<file path="src/rtl/fifo_pkg.sv">
// Shared constants and elaboration-time parameter checks for the fifo_sync_param family.
package fifo_pkg;

  localparam int unsigned FIFO_STD  = 0;
  localparam int unsigned FIFO_FWFT = 1;

  function automatic int unsigned clog2(input int unsigned v);
    int unsigned r;
    r = 0;
    for (int unsigned i = 0; i < 32; i++) begin
      if ((64'd1 << i) < 64'(v)) r = i + 1;
    end
    return r;
  endfunction

  function automatic bit depth_ok(input int unsigned depth);
    return (depth >= 2) && ((depth & (depth - 1)) == 0);
  endfunction

  function automatic bit af_level_ok(input int unsigned af, input int unsigned depth);
    return (af >= 1) && (af <= depth);
  endfunction

  function automatic bit ae_level_ok(input int unsigned ae, input int unsigned depth);
    return ae < depth;
  endfunction

endpackage

</file>
<file path="src/rtl/fifo_ram.sv">
// Storage array for fifo_sync_param: synchronous write, combinational read.
module fifo_ram #(
  parameter int unsigned DATA_W = 8,
  parameter int unsigned DEPTH  = 16,
  parameter int unsigned AW     = 4
) (
  input  logic              clk_i,
  input  logic              we_i,
  input  logic [AW-1:0]     waddr_i,
  input  logic [DATA_W-1:0] wdata_i,
  input  logic [AW-1:0]     raddr_i,
  output logic [DATA_W-1:0] rdata_o
);

  logic [DATA_W-1:0] mem_q [DEPTH];

  always_ff @(posedge clk_i) begin
    if (we_i) mem_q[waddr_i] <= wdata_i;
  end

  assign rdata_o = mem_q[raddr_i];

endmodule

</file>
<file path="src/rtl/fifo_sync_param.sv">
// Parametrised single-clock FIFO with occupancy count, threshold flags, error pulses
// and selectable standard / first-word-fall-through read port.
module fifo_sync_param
  import fifo_pkg::*;
#(
  parameter int unsigned DATA_W   = 8,
  parameter int unsigned DEPTH    = 16,
  parameter int unsigned FWFT     = 0,
  parameter int unsigned AF_LEVEL = DEPTH - 2,
  parameter int unsigned AE_LEVEL = 2
) (
  input  logic                   clk,
  input  logic                   reset,
  input  logic                   wr_en,
  input  logic [DATA_W-1:0]      wr_data,
  output logic                   full,
  output logic                   almost_full,
  output logic                   overflow,
  input  logic                   rd_en,
  output logic [DATA_W-1:0]      rd_data,
  output logic                   rd_valid,
  output logic                   empty,
  output logic                   almost_empty,
  output logic                   underflow,
  output logic [clog2(DEPTH):0]  count
);

  localparam int unsigned AW = clog2(DEPTH);
  typedef logic [AW:0] ptr_t;

  localparam ptr_t One    = ptr_t'(1);
  localparam ptr_t DepthC = ptr_t'(DEPTH);
  localparam ptr_t AfC    = ptr_t'(AF_LEVEL);
  localparam ptr_t AeC    = ptr_t'(AE_LEVEL);

  if (DATA_W < 1) begin : g_bad_width
    $error("fifo_sync_param: DATA_W must be >= 1");
  end
  if (!depth_ok(DEPTH)) begin : g_bad_depth
    $error("fifo_sync_param: DEPTH must be a power of two >= 2");
  end
  if (!af_level_ok(AF_LEVEL, DEPTH)) begin : g_bad_af
    $error("fifo_sync_param: AF_LEVEL must be in 1..DEPTH");
  end
  if (!ae_level_ok(AE_LEVEL, DEPTH)) begin : g_bad_ae
    $error("fifo_sync_param: AE_LEVEL must be in 0..DEPTH-1");
  end
  if (FWFT > FIFO_FWFT) begin : g_bad_mode
    $error("fifo_sync_param: FWFT must be 0 or 1");
  end

  ptr_t wr_ptr_q, wr_ptr_d, rd_ptr_q, rd_ptr_d, count_q, count_d;
  logic full_q, empty_q, af_q, ae_q, ov_q, uf_q;
  logic wr_acc, rd_acc;
  logic [DATA_W-1:0] ram_rdata;

  // Acceptance uses only the registered flags, never the incoming requests' effect.
  always_comb begin
    wr_acc   = wr_en && !full_q && !reset;
    rd_acc   = rd_en && !empty_q && !reset;
    wr_ptr_d = wr_acc ? wr_ptr_q + One : wr_ptr_q;
    rd_ptr_d = rd_acc ? rd_ptr_q + One : rd_ptr_q;
    count_d  = count_q;
    unique case ({wr_acc, rd_acc})
      2'b10:   count_d = count_q + One;
      2'b01:   count_d = count_q - One;
      default: count_d = count_q;
    endcase
  end

  always_ff @(posedge clk) begin
    if (reset) begin
      wr_ptr_q <= '0;
      rd_ptr_q <= '0;
      count_q  <= '0;
      full_q   <= 1'b0;
      empty_q  <= 1'b1;
      af_q     <= 1'b0;
      ae_q     <= 1'b1;
      ov_q     <= 1'b0;
      uf_q     <= 1'b0;
    end else begin
      wr_ptr_q <= wr_ptr_d;
      rd_ptr_q <= rd_ptr_d;
      count_q  <= count_d;
      full_q   <= (count_d == DepthC);
      empty_q  <= (count_d == '0);
      af_q     <= (count_d >= AfC);
      ae_q     <= (count_d <= AeC);
      ov_q     <= wr_en && full_q;
      uf_q     <= rd_en && empty_q;
    end
  end

  fifo_ram #(
    .DATA_W(DATA_W),
    .DEPTH (DEPTH),
    .AW    (AW)
  ) u_ram (
    .clk_i  (clk),
    .we_i   (wr_acc),
    .waddr_i(wr_ptr_q[AW-1:0]),
    .wdata_i(wr_data),
    .raddr_i(rd_ptr_q[AW-1:0]),
    .rdata_o(ram_rdata)
  );

  if (FWFT == FIFO_FWFT) begin : g_fwft
    // Masked while empty so an unwritten or already-popped entry is never shown.
    assign rd_data  = empty_q ? '0 : ram_rdata;
    assign rd_valid = !empty_q;
  end else begin : g_std
    logic [DATA_W-1:0] rd_data_q;
    logic              rd_valid_q;

    always_ff @(posedge clk) begin
      if (reset) begin
        rd_data_q  <= '0;
        rd_valid_q <= 1'b0;
      end else begin
        rd_valid_q <= rd_acc;
        if (rd_acc) rd_data_q <= ram_rdata;
      end
    end

    assign rd_data  = rd_data_q;
    assign rd_valid = rd_valid_q;
  end

  assign full         = full_q;
  assign almost_full  = af_q;
  assign overflow     = ov_q;
  assign empty        = empty_q;
  assign almost_empty = ae_q;
  assign underflow    = uf_q;
  assign count        = count_q;

endmodule

</file>
<file path="config.mk">
export PLATFORM = sky130hd
export DESIGN_NAME = fifo_sync_param
export DESIGN_NICKNAME = d
export VERILOG_FILES = /design/src/rtl/fifo_pkg.sv /design/src/rtl/fifo_ram.sv /design/src/rtl/fifo_sync_param.sv
export SDC_FILE = /design/constraint.sdc
export NUM_CORES = 1
export LEC_CHECK = 0
export ABC_AREA = 1
export BUFFER_PORTS_ARGS = -buffer_cell sky130_fd_sc_hd__clkbuf_2
export CORE_MARGIN = 5
export CORE_UTILIZATION = 43
export DETAILED_ROUTE_END_ITERATION = 16
export PLACE_DENSITY = 0.63
export SETUP_SLACK_MARGIN = 0.02
export SLEW_MARGIN = 20
export SYNTH_ARGS = -nofsm -noshare
export SYNTH_HDL_FRONTEND = slang
export SYNTH_SLANG_ARGS = --single-unit
</file>
<file path="constraint.sdc">
create_clock -name clk -period 2.5 [get_ports clk]
set_input_delay 0.25 -clock clk [delete_from_list [all_inputs] [get_ports clk]]
set_output_delay 0.25 -clock clk [all_outputs]
set_load 0.05 [all_outputs]
</file>
==> results of run 1 <==
-- kinds of logic after synthesis --
kind of cell    share of synthesized area (%)
simple gates                             12.4
flops                                    70.0
compound gates                           12.6
buf+inv                                  3.50
fa+ha+maj                                1.39
xor+xnor                                0.139
-- layer usage --
layer  track usage (%)  part of all wire, %  vias up  routed length, µm
met3              4.23                  5.4       33                765
met4              7.32                  2.3        0                333
met1              24.1                   45     2059               6420
met2              27.9                   47      120               6770
li1                  -                    -     2010                  -
met5                 0                    0        -                  0
-- Yosys cell counts --
cell                       number
sky130_fd_sc_hd__o221ai_1      26
sky130_fd_sc_hd__o21ai_0       69
sky130_fd_sc_hd__o21ai_2        1
sky130_fd_sc_hd__buf_4          1
sky130_fd_sc_hd__nor2_2         3
sky130_fd_sc_hd__ha_1           7
sky130_fd_sc_hd__xor2_1         1
sky130_fd_sc_hd__buf_6          1
sky130_fd_sc_hd__clkinv_1       1
sky130_fd_sc_hd__inv_1         18
sky130_fd_sc_hd__nand2_1       44
sky130_fd_sc_hd__a211oi_1       2
sky130_fd_sc_hd__o22ai_1        3
sky130_fd_sc_hd__nor3_1         3
sky130_fd_sc_hd__buf_2         11
sky130_fd_sc_hd__inv_2          4
sky130_fd_sc_hd__edfxtp_1     128
sky130_fd_sc_hd__dfxtp_1       28
sky130_fd_sc_hd__o211ai_1       1
sky130_fd_sc_hd__a31oi_1        8
sky130_fd_sc_hd__nor2_1        84
sky130_fd_sc_hd__nand2_2        9
sky130_fd_sc_hd__nand3_1       23
sky130_fd_sc_hd__clkbuf_1      16
sky130_fd_sc_hd__o21ai_1        5
sky130_fd_sc_hd__a21oi_1       13
sky130_fd_sc_hd__a32o_1         3
sky130_fd_sc_hd__nand4_1        3
sky130_fd_sc_hd__nand3_2        5
sky130_fd_sc_hd__nor2_4         1
sky130_fd_sc_hd__nor4_2         1
-- layout by cell type, fill, tap and decap left out, types with 9 or more instances in the layout --
| cell | count |
|---|---|
| sky130_fd_sc_hd__nor2_1 | 84 |
| sky130_fd_sc_hd__nand2_1 | 44 |
| sky130_fd_sc_hd__inv_1 | 18 |
| sky130_fd_sc_hd__buf_4 | 24 |
| sky130_fd_sc_hd__o221ai_1 | 26 |
| sky130_fd_sc_hd__o21ai_0 | 69 |
| sky130_fd_sc_hd__nand3_1 | 23 |
| sky130_fd_sc_hd__clkbuf_2 | 31 |
| sky130_fd_sc_hd__dfxtp_1 | 27 |
| sky130_fd_sc_hd__edfxtp_1 | 128 |
| sky130_fd_sc_hd__nand2_2 | 9 |
| sky130_fd_sc_hd__clkbuf_16 | 17 |
| sky130_fd_sc_hd__a21oi_1 | 13 |
-- cell type report --
| cell class | instances | area [µm²] |
|---|---|---|
| clock buffers | 17 | 425 |
| repair buffers | 57 | 375 |
| fillers | 1257 | 7000 |
| inverters | 23 | 86.3 |
| clock inverters | 15 | 236 |
| multi-input cells | 315 | 1670 |
| flip-flops and latches | 156 | 4410 |
| well taps | 184 | 230 |
-- how the worst max path moves through the flow --
| stage | startpoint | to | slack [ps] | cells past startpoint |
|---|---|---|---|---|
| after global routing | full$_SDFF_PP0_ | empty$_SDFF_PP1_ | 100 | 13 |
| final | full$_SDFF_PP0_ | empty$_SDFF_PP1_ | 320 | 13 |
| after detailed placement | full$_SDFF_PP0_ | full$_SDFF_PP0_ | 380 | 10 |
| after global placement | full$_SDFF_PP0_ | full$_SDFF_PP0_ | 440 | 10 |
| after CTS | full$_SDFF_PP0_ | full$_SDFF_PP0_ | 360 | 10 |
| after floorplan | full$_SDFF_PP0_ | empty$_SDFF_PP1_ | 380 | 14 |
-- worst register-to-register path, stage by stage (launching register included) --
cell and delay, ps:
sky130_fd_sc_hd__dfxtp_1 320, sky130_fd_sc_hd__inv_1 60, sky130_fd_sc_hd__nand2_2 130, sky130_fd_sc_hd__nor2_1 310, sky130_fd_sc_hd__inv_1 130, sky130_fd_sc_hd__ha_1 270, sky130_fd_sc_hd__a21oi_1 210, sky130_fd_sc_hd__inv_1 100
sky130_fd_sc_hd__nand2_1 70, sky130_fd_sc_hd__nand2_1 60, sky130_fd_sc_hd__o21ai_2 190, sky130_fd_sc_hd__nor2_1 90, sky130_fd_sc_hd__nand3_1 90, sky130_fd_sc_hd__nand2_1 40
-- through the flow --
step / cell area, µm² / hold slack [ps] / utilization (%)
after global routing: 7430 / 68.6 / 51.5
after CTS: 7430 / 48.6 / 51.5
after floorplan: 6290 / 349 / -
after global placement: 6770 / 436 / 46.9
final: 7430 / 62.2 / 51.5
after detailed placement: 6770 / 433 / 46.9
-- registers in the layout, summed over array words and instances (netlist names) --
register	count
wr_ptr_q	4
almost_full	1
rd_data	8
empty	1
rd_ptr_q	4
rd_valid	1
underflow	1
almost_empty	1
count	5
overflow	1
full	1
u_ram.mem_q	128
-- power by group --
group | switching, mW | leakage, nW | internal, mW | total, mW
sequential | 0.0322 | 1.38 | 2.87 | 2.90
combinational | 0.497 | 0.932 | 0.191 | 0.688
clock | 1.05 | 0.318 | 1.79 | 2.84
==> metrics list, run 1 <==
* Reg2Reg Capture Point: empty$_SDFF_PP1_
- In the final timing run, aggregate negative setup slack is 0 ps.
* Setup repair after global routing missed its margin: false
- Clock skew after layout: 6.16 ps
- # setup viols final: 0
* Final min period: 2180 ps
- Number of H-tree branching levels: 4
- Number of nets in the layout: 589
* Area share of the leading cell type in the synthesized netlist: 61.1%
- Worst slew margin: 48.2%
- Among cell families on the critical path, the largest total delay comes from simple AND/OR/NAND/NOR gates.
* Maximum single-stage delay on the critical path: 320 ps
- Leakage power: 2.63 nW
* Estimated wirelength of the detail-placed design: 8.99 mm
* Number of antenna violations at the first check in global routing: 0
- Final weighted congestion in routability-driven placement: 0.804
- The tree is rooted in a sky130_fd_sc_hd__clkbuf_16.
- Buffers inserted to repair hold after CTS numbered 0.
- Die Span X: 131 µm
* Total length of routed wires: 14.3 mm
- Critical Path RT: 2810 ps
- Post-CTS repair timing setup buffer count: 0
* Total global-route track usage: 17.8%
- Arrival time of data at the critical path endpoint: 2480 ps
- Synth top area cells: sky130_fd_sc_hd__edfxtp_1, sky130_fd_sc_hd__dfxtp_1, sky130_fd_sc_hd__o21ai_0, sky130_fd_sc_hd__nor2_1, sky130_fd_sc_hd__o221ai_1
* Die height: 131 µm
- The longest clock path from root to sink contains 2 buffers.
- Clock tree from TritonCTS: done
- Io pins: 32
* Hold Path End: overflow$_SDFF_PP0_
- The critical path contains buffers and inverters numbering 3 combined.
* Post-route non-filler standard cell count: 767
- Cells with a size suffix above 1 make up 19.6% of the layout.
* Area added between synthesis and finish: 18.0%
- In this run the worst path has a maximum fanout of 9.
* Vias in the first global route: 4,110
* Number of antenna diodes: 0
* Kind of start point of the critical path: flip-flop
* CP max-delay cell: sky130_fd_sc_hd__dfxtp_1
- Synthesis handed over a netlist of 523 instances.
* Worst min-delay path class: in -> reg
* Ordered list of cells on the worst path: inv_1 -> nand2_2 -> nor2_1 -> inv_1 -> ha_1 -> a21oi_1 -> inv_1 -> nand2_1 -> nand2_1 -> o21ai_2 -> nor2_1 -> nand3_1 -> nand2_1
- Maximum number of pins on one net before global-route repair: 67
* Crit. End Element: flip-flop
- After detailed routing, the average wire length per cell comes to 18.6 µm.
* Net Count, Synth: 542
- After layout, the worst path uses 87.0% of the clock period.
- The largest total area in the synthesized netlist belongs to sky130_fd_sc_hd__edfxtp_1.
- DIE AREA: 17,200 µm²
- R2R cell count: 13
- CTS Buf Count: 17
* Placed Cells: 735
* Netlist area before placement: 6290 µm²
- Counting flops and latches in the post-synthesis netlist gives 156.
- For the pin with the worst max-slew slack, the measured transition is 773 ps.
* Result of the run: finished, final reports clean
* Initial core utilization: 43.6%
- Count of final hold-check violations: 0
* Number of placement rows: 44
- The first global-routing pass estimated 22.6 mm of wire.
- R2R Path Start: full$_SDFF_PP0_
* Number of remaining DRC errors: 0
- The final route contains 4,222 vias.
- The count of buffers added on input and output ports is 31.
- Yosys printed 0 warnings.
- Pre-CTS setup slack: 376 ps
- The worst hold path passes through 3 cells.
- Vias per Instance: 5.50
- Sequential cells were found to cover 70.0% of the synthesized design area.
- Highest clock rate: 460 MHz
- Worst Hold Launch: wr_en
* Power Dens Cells: 866 nW/µm²
- Final Max Slew Viols: 0
- Critical Setup Path Class: reg -> reg
- Reg-to-reg setup timing slack: 320 ps
- After layout, the design draws a total of 6.43 mW.
- The synthesized netlist contains 31 unique library cells.
* Final ANT Viol Nets: 0
- Number of maximum-capacitance violations: 0
* Clock latency on the worst-skew pair: 420 ps
- Setup slack on the critical path of the routed design comes to 324 ps.
- Peak supply drop: 473 µV
- Gates resized during post-CTS repair numbered 0.
- Placeable core area: 14,400 µm²
- Overflow left after global routing: 0
- Clock slew seen by the registers of the worst setup and hold paths: 60 ps
- Averaged over all synthesized cells, the footprint is 12.0 µm².
- CTS sink count: 156
* Violation count after the first detailed-route iteration: 373
* First-pass iteration count of the detailed router: 5
Note: power is estimated with default switching activity, not from simulation.
==> run 2: changes to the inputs <==
--- a/config.mk
+++ b/config.mk
@@ -7,11 +7,13 @@
 export LEC_CHECK = 0
 export ABC_AREA = 1
 export BUFFER_PORTS_ARGS = -buffer_cell sky130_fd_sc_hd__clkbuf_2
+export CORE_ASPECT_RATIO = 0.5
 export CORE_MARGIN = 5
 export CORE_UTILIZATION = 43
 export DETAILED_ROUTE_END_ITERATION = 16
-export PLACE_DENSITY = 0.63
+export PLACE_DENSITY = 0.66
 export SETUP_SLACK_MARGIN = 0.02
+export SKIP_LAST_GASP = 1
 export SLEW_MARGIN = 20
 export SYNTH_ARGS = -nofsm -noshare
 export SYNTH_HDL_FRONTEND = slang
==> run 2 against run 1 <==
Utilization fell by 0.22 points. Clock power fell by 11%. Cell count rose by 2.0%. Sequential power barely moved. Critical path depth fell by 3. Wire length barely moved. Largest power group unchanged. Die area rose by 0.86%. Hold slack improved by 3.1 ps. Non-clock buffer count rose by 1. Power fell by 5.0%.
==> metrics list, run 2 (same netlist as run 1, synthesis figures left out) <==
- The run finished with clean final reports.
* Highest clock rate: 461 MHz (+0.35%)
- The met1 usage in global routing was 24.0% (-0.059 points).
- The total number of vias is 4,294 (+1.7%).
- Leading cell types in the layout, fill and taps excluded: sky130_fd_sc_hd__edfxtp_1, sky130_fd_sc_hd__nor2_1, sky130_fd_sc_hd__o21ai_0
* R2R cell count: 10 (-3)
- The number of search-and-repair iterations in the first detailed-routing pass came to 5 (unchanged).
- Transition time at the pin with the least slew margin: 467 ps (-306 ps)
* Cell type group with the largest total delay on the critical path: simple AND/OR/NAND/NOR gates
* Maximum single-stage delay on the critical path: 420 ps (+100 ps)
- The required time at the endpoint of the critical path is 2870 ps (+60 ps).
- DIE AREA: 17,300 µm² (+0.86%)
- The total routing resource utilization after global routing came to 17.2% (-0.66 points).
- The cell area after layout is 7380 µm² (-0.66%).
- Setup repair after global routing left no endpoint under its margin.
* CP max-delay cell: sky130_fd_sc_hd__ha_1
- The final number of hold-violating endpoints is 0 (unchanged).
* Sw Ratio: 28.0% (+3.4 points)
* Most common library cell in the layout ignoring fill and taps: sky130_fd_sc_hd__edfxtp_1
- Fraction of the cycle the final worst path needs: 86.7% (-0.31 points)
- Number of nets in the layout: 590 (+0.17%)
- Clock slew seen by the registers of the worst setup and hold paths: 70 ps (about the same)
- Total negative slack: 0 ps (unchanged)
* Sequential share of power: 47.8% (+2.7 points)
- Peak supply drop: 503 µV (+6.3%)
- Crit. End Element: flip-flop
* Die Span X: 181 µm (+38%)
- Number of remaining DRC errors: 0 (unchanged)
- CTS Buf Count: 17 (unchanged)
* Combinational cell fraction of total power: 10.9% (+0.2 points)
- met2 is the most crowded layer.
- The met2 track demand over resource in global routing was 26.8% (-1.0 points).
- Power share of the clock group: 41.4% (-2.8 points)
- Number of antenna violations at the first check in global routing: 0 (unchanged)
- The signal on the critical path passes through inv_1 -> nand2_2 -> nor2_1 -> inv_1 -> ha_1 -> o21ai_0 -> nand2_1 -> nor2_1 -> nand2_1 -> nor2_1.
- Area added between synthesis and finish: 17.3%
- The number of flip-flops under the largest register name is 128 (unchanged).
- The fraction of final layout cells sized beyond drive strength 1 came to 19.7% (+0.14 points).
- Wire length of the first global-routing pass: 22.2 mm (-1.8%)
* Core Util, Final: 51.3% (-0.22 points)
- Hold path cells: 3 (unchanged)
- Number of buffer and inverter stages on the critical path: 2 (-1)
- The power dissipated by switching net loads came to 1.71 mW (+8.3%).
* Number of gates resized after CTS: 0 (unchanged)
* Total stage count of the critical path: 10 (-3)
- PnR Total Power: 6.11 mW (-5.0%)
- Worst min-delay path class: in -> reg
- The setup fix buffers added after clock tree synthesis is 0 (unchanged).
* Critical Setup Path Class: reg -> reg
- Clock skew after layout: 18.1 ps (+11.9 ps)
* Worst slew margin: 68.9% (+21 points)
- Maximum root-to-sink buffer count: 2 (unchanged)
- The placed standard-cell area came to 6780 µm² (+0.18%).
- The total congestion overflow was 0 (unchanged).
* Clock tree from TritonCTS: done
* Kind of start point of the critical path: flip-flop
- Top register by number of flip-flops: u_ram.mem_q
- Initial core utilization: 43.7% (+0.10 points)
* Root cell of the clock tree: sky130_fd_sc_hd__clkbuf_16
- CTS sink count: 156 (unchanged)
- The via count of the first global-routing pass came to 3,940 (-4.1%).
- The worst setup timing slack at the placement stage is 319 ps (-57.1 ps).
- The final critical delay including setup and external delays came to 2170 ps (-7.63 ps).
* Power Dens Cells: 828 nW/µm² (-4.4%)
- The count of antenna diodes in the layout came to 0 (unchanged).
* Number of H-tree branching levels: 4 (unchanged)
- The final number of max-transition violations is 0 (unchanged).
* # setup viols final: 0 (unchanged)
- Estimated wirelength of the detail-placed design: 8.99 mm (about the same)
* Post-Route Hold Slack: 65.3 ps (+3.14 ps)
- Violation count after the first detailed-route iteration: 426 (+14%)
- Placeable core area: 14,400 µm² (-0.23%)
* Port Buffer Count: 31 (unchanged)
- The height of the chip came to 95.5 µm (-27%).
- Maximum number of pins on one net before global-route repair: 41 (-39%)
- CTS Hold Bufs: 0 (unchanged)
* Per-cell routed wire length: 18.3 µm (-1.8%)
* Leakage power: 2.61 nW (-1.0%)
- The number of max-cap violations is 0 (unchanged).
- Placed Cells: 750 (+2.0%)
- Critical-path maximum fanout: 9 (unchanged)
- Final weighted congestion in routability-driven placement: 0.884 (+10%)
- The clock network latency to the later pin of the worst-skew pair is 430 ps (about the same).
* Most frequent CP cell: sky130_fd_sc_hd__nor2_1
- The final wirelength came to 14.3 mm (about the same).
* Arrival time of data at the critical path endpoint: 2540 ps (+60 ps)
* Io pins: 32 (unchanged)
* Vias per Instance: 5.49 (-0.25%)
- The final cell count without fillers was 782 (+2.0%).
- The design internal power came to 4.40 mW (-9.4%).
- The least setup slack across all paths after layout is 332 ps (+7.63 ps).
- Number of placement rows: 31 (-30%)
- Met3 capacity usage during global routing: 4.19% (-0.036 points)
- The count of nets left with antenna violations after detail routing is 0 (unchanged).
-- run 2: path summary, 6_finish.rpt --
check | startpoint | to | slack (ps)
setup / recovery | full$_SDFF_PP0_ | full$_SDFF_PP0_ | 330
hold / removal | rd_en | underflow$_SDFF_PP0_ | 70
setup reg to reg | full$_SDFF_PP0_ | full$_SDFF_PP0_ | 330
hold reg to reg | full$_SDFF_PP0_ | overflow$_SDFF_PP0_ | 480
-- run 2: tightest hold or removal path, stage by stage --
cell and delay (ps):
sky130_fd_sc_hd__clkbuf_2 100, sky130_fd_sc_hd__inv_2 60, sky130_fd_sc_hd__nor3_1 40
-- run 2: per-layer routing --
metal / share of wire [%] / wire, µm
met1: 47 / 6780
met2: 45 / 6470
met3: 6.3 / 898
met4: 1.1 / 155
met5: 0 / 0
-- run 2: final cells by class --
type                    instances  area [µm²]
clock buffers                  17         425
multi-input cells             315        1670
fillers                      1215        7010
flip-flops and latches        156        4410
well taps                     198         248
clock inverters                15         175
repair buffers                 58         370
inverters                      23        86.3
-- run 2: power by group through the flow --
stage | Combinational, mW | Clock (mW) | Sequential, mW
floorplan | 0.361 | 0 | 3.07
global placement | 0.650 | 0 | 2.97
detailed placement | 0.661 | 0 | 2.97
CTS | 0.664 | 2.56 | 2.92
global route | 0.730 | 2.68 | 2.92
finish | 0.663 | 2.53 | 2.92
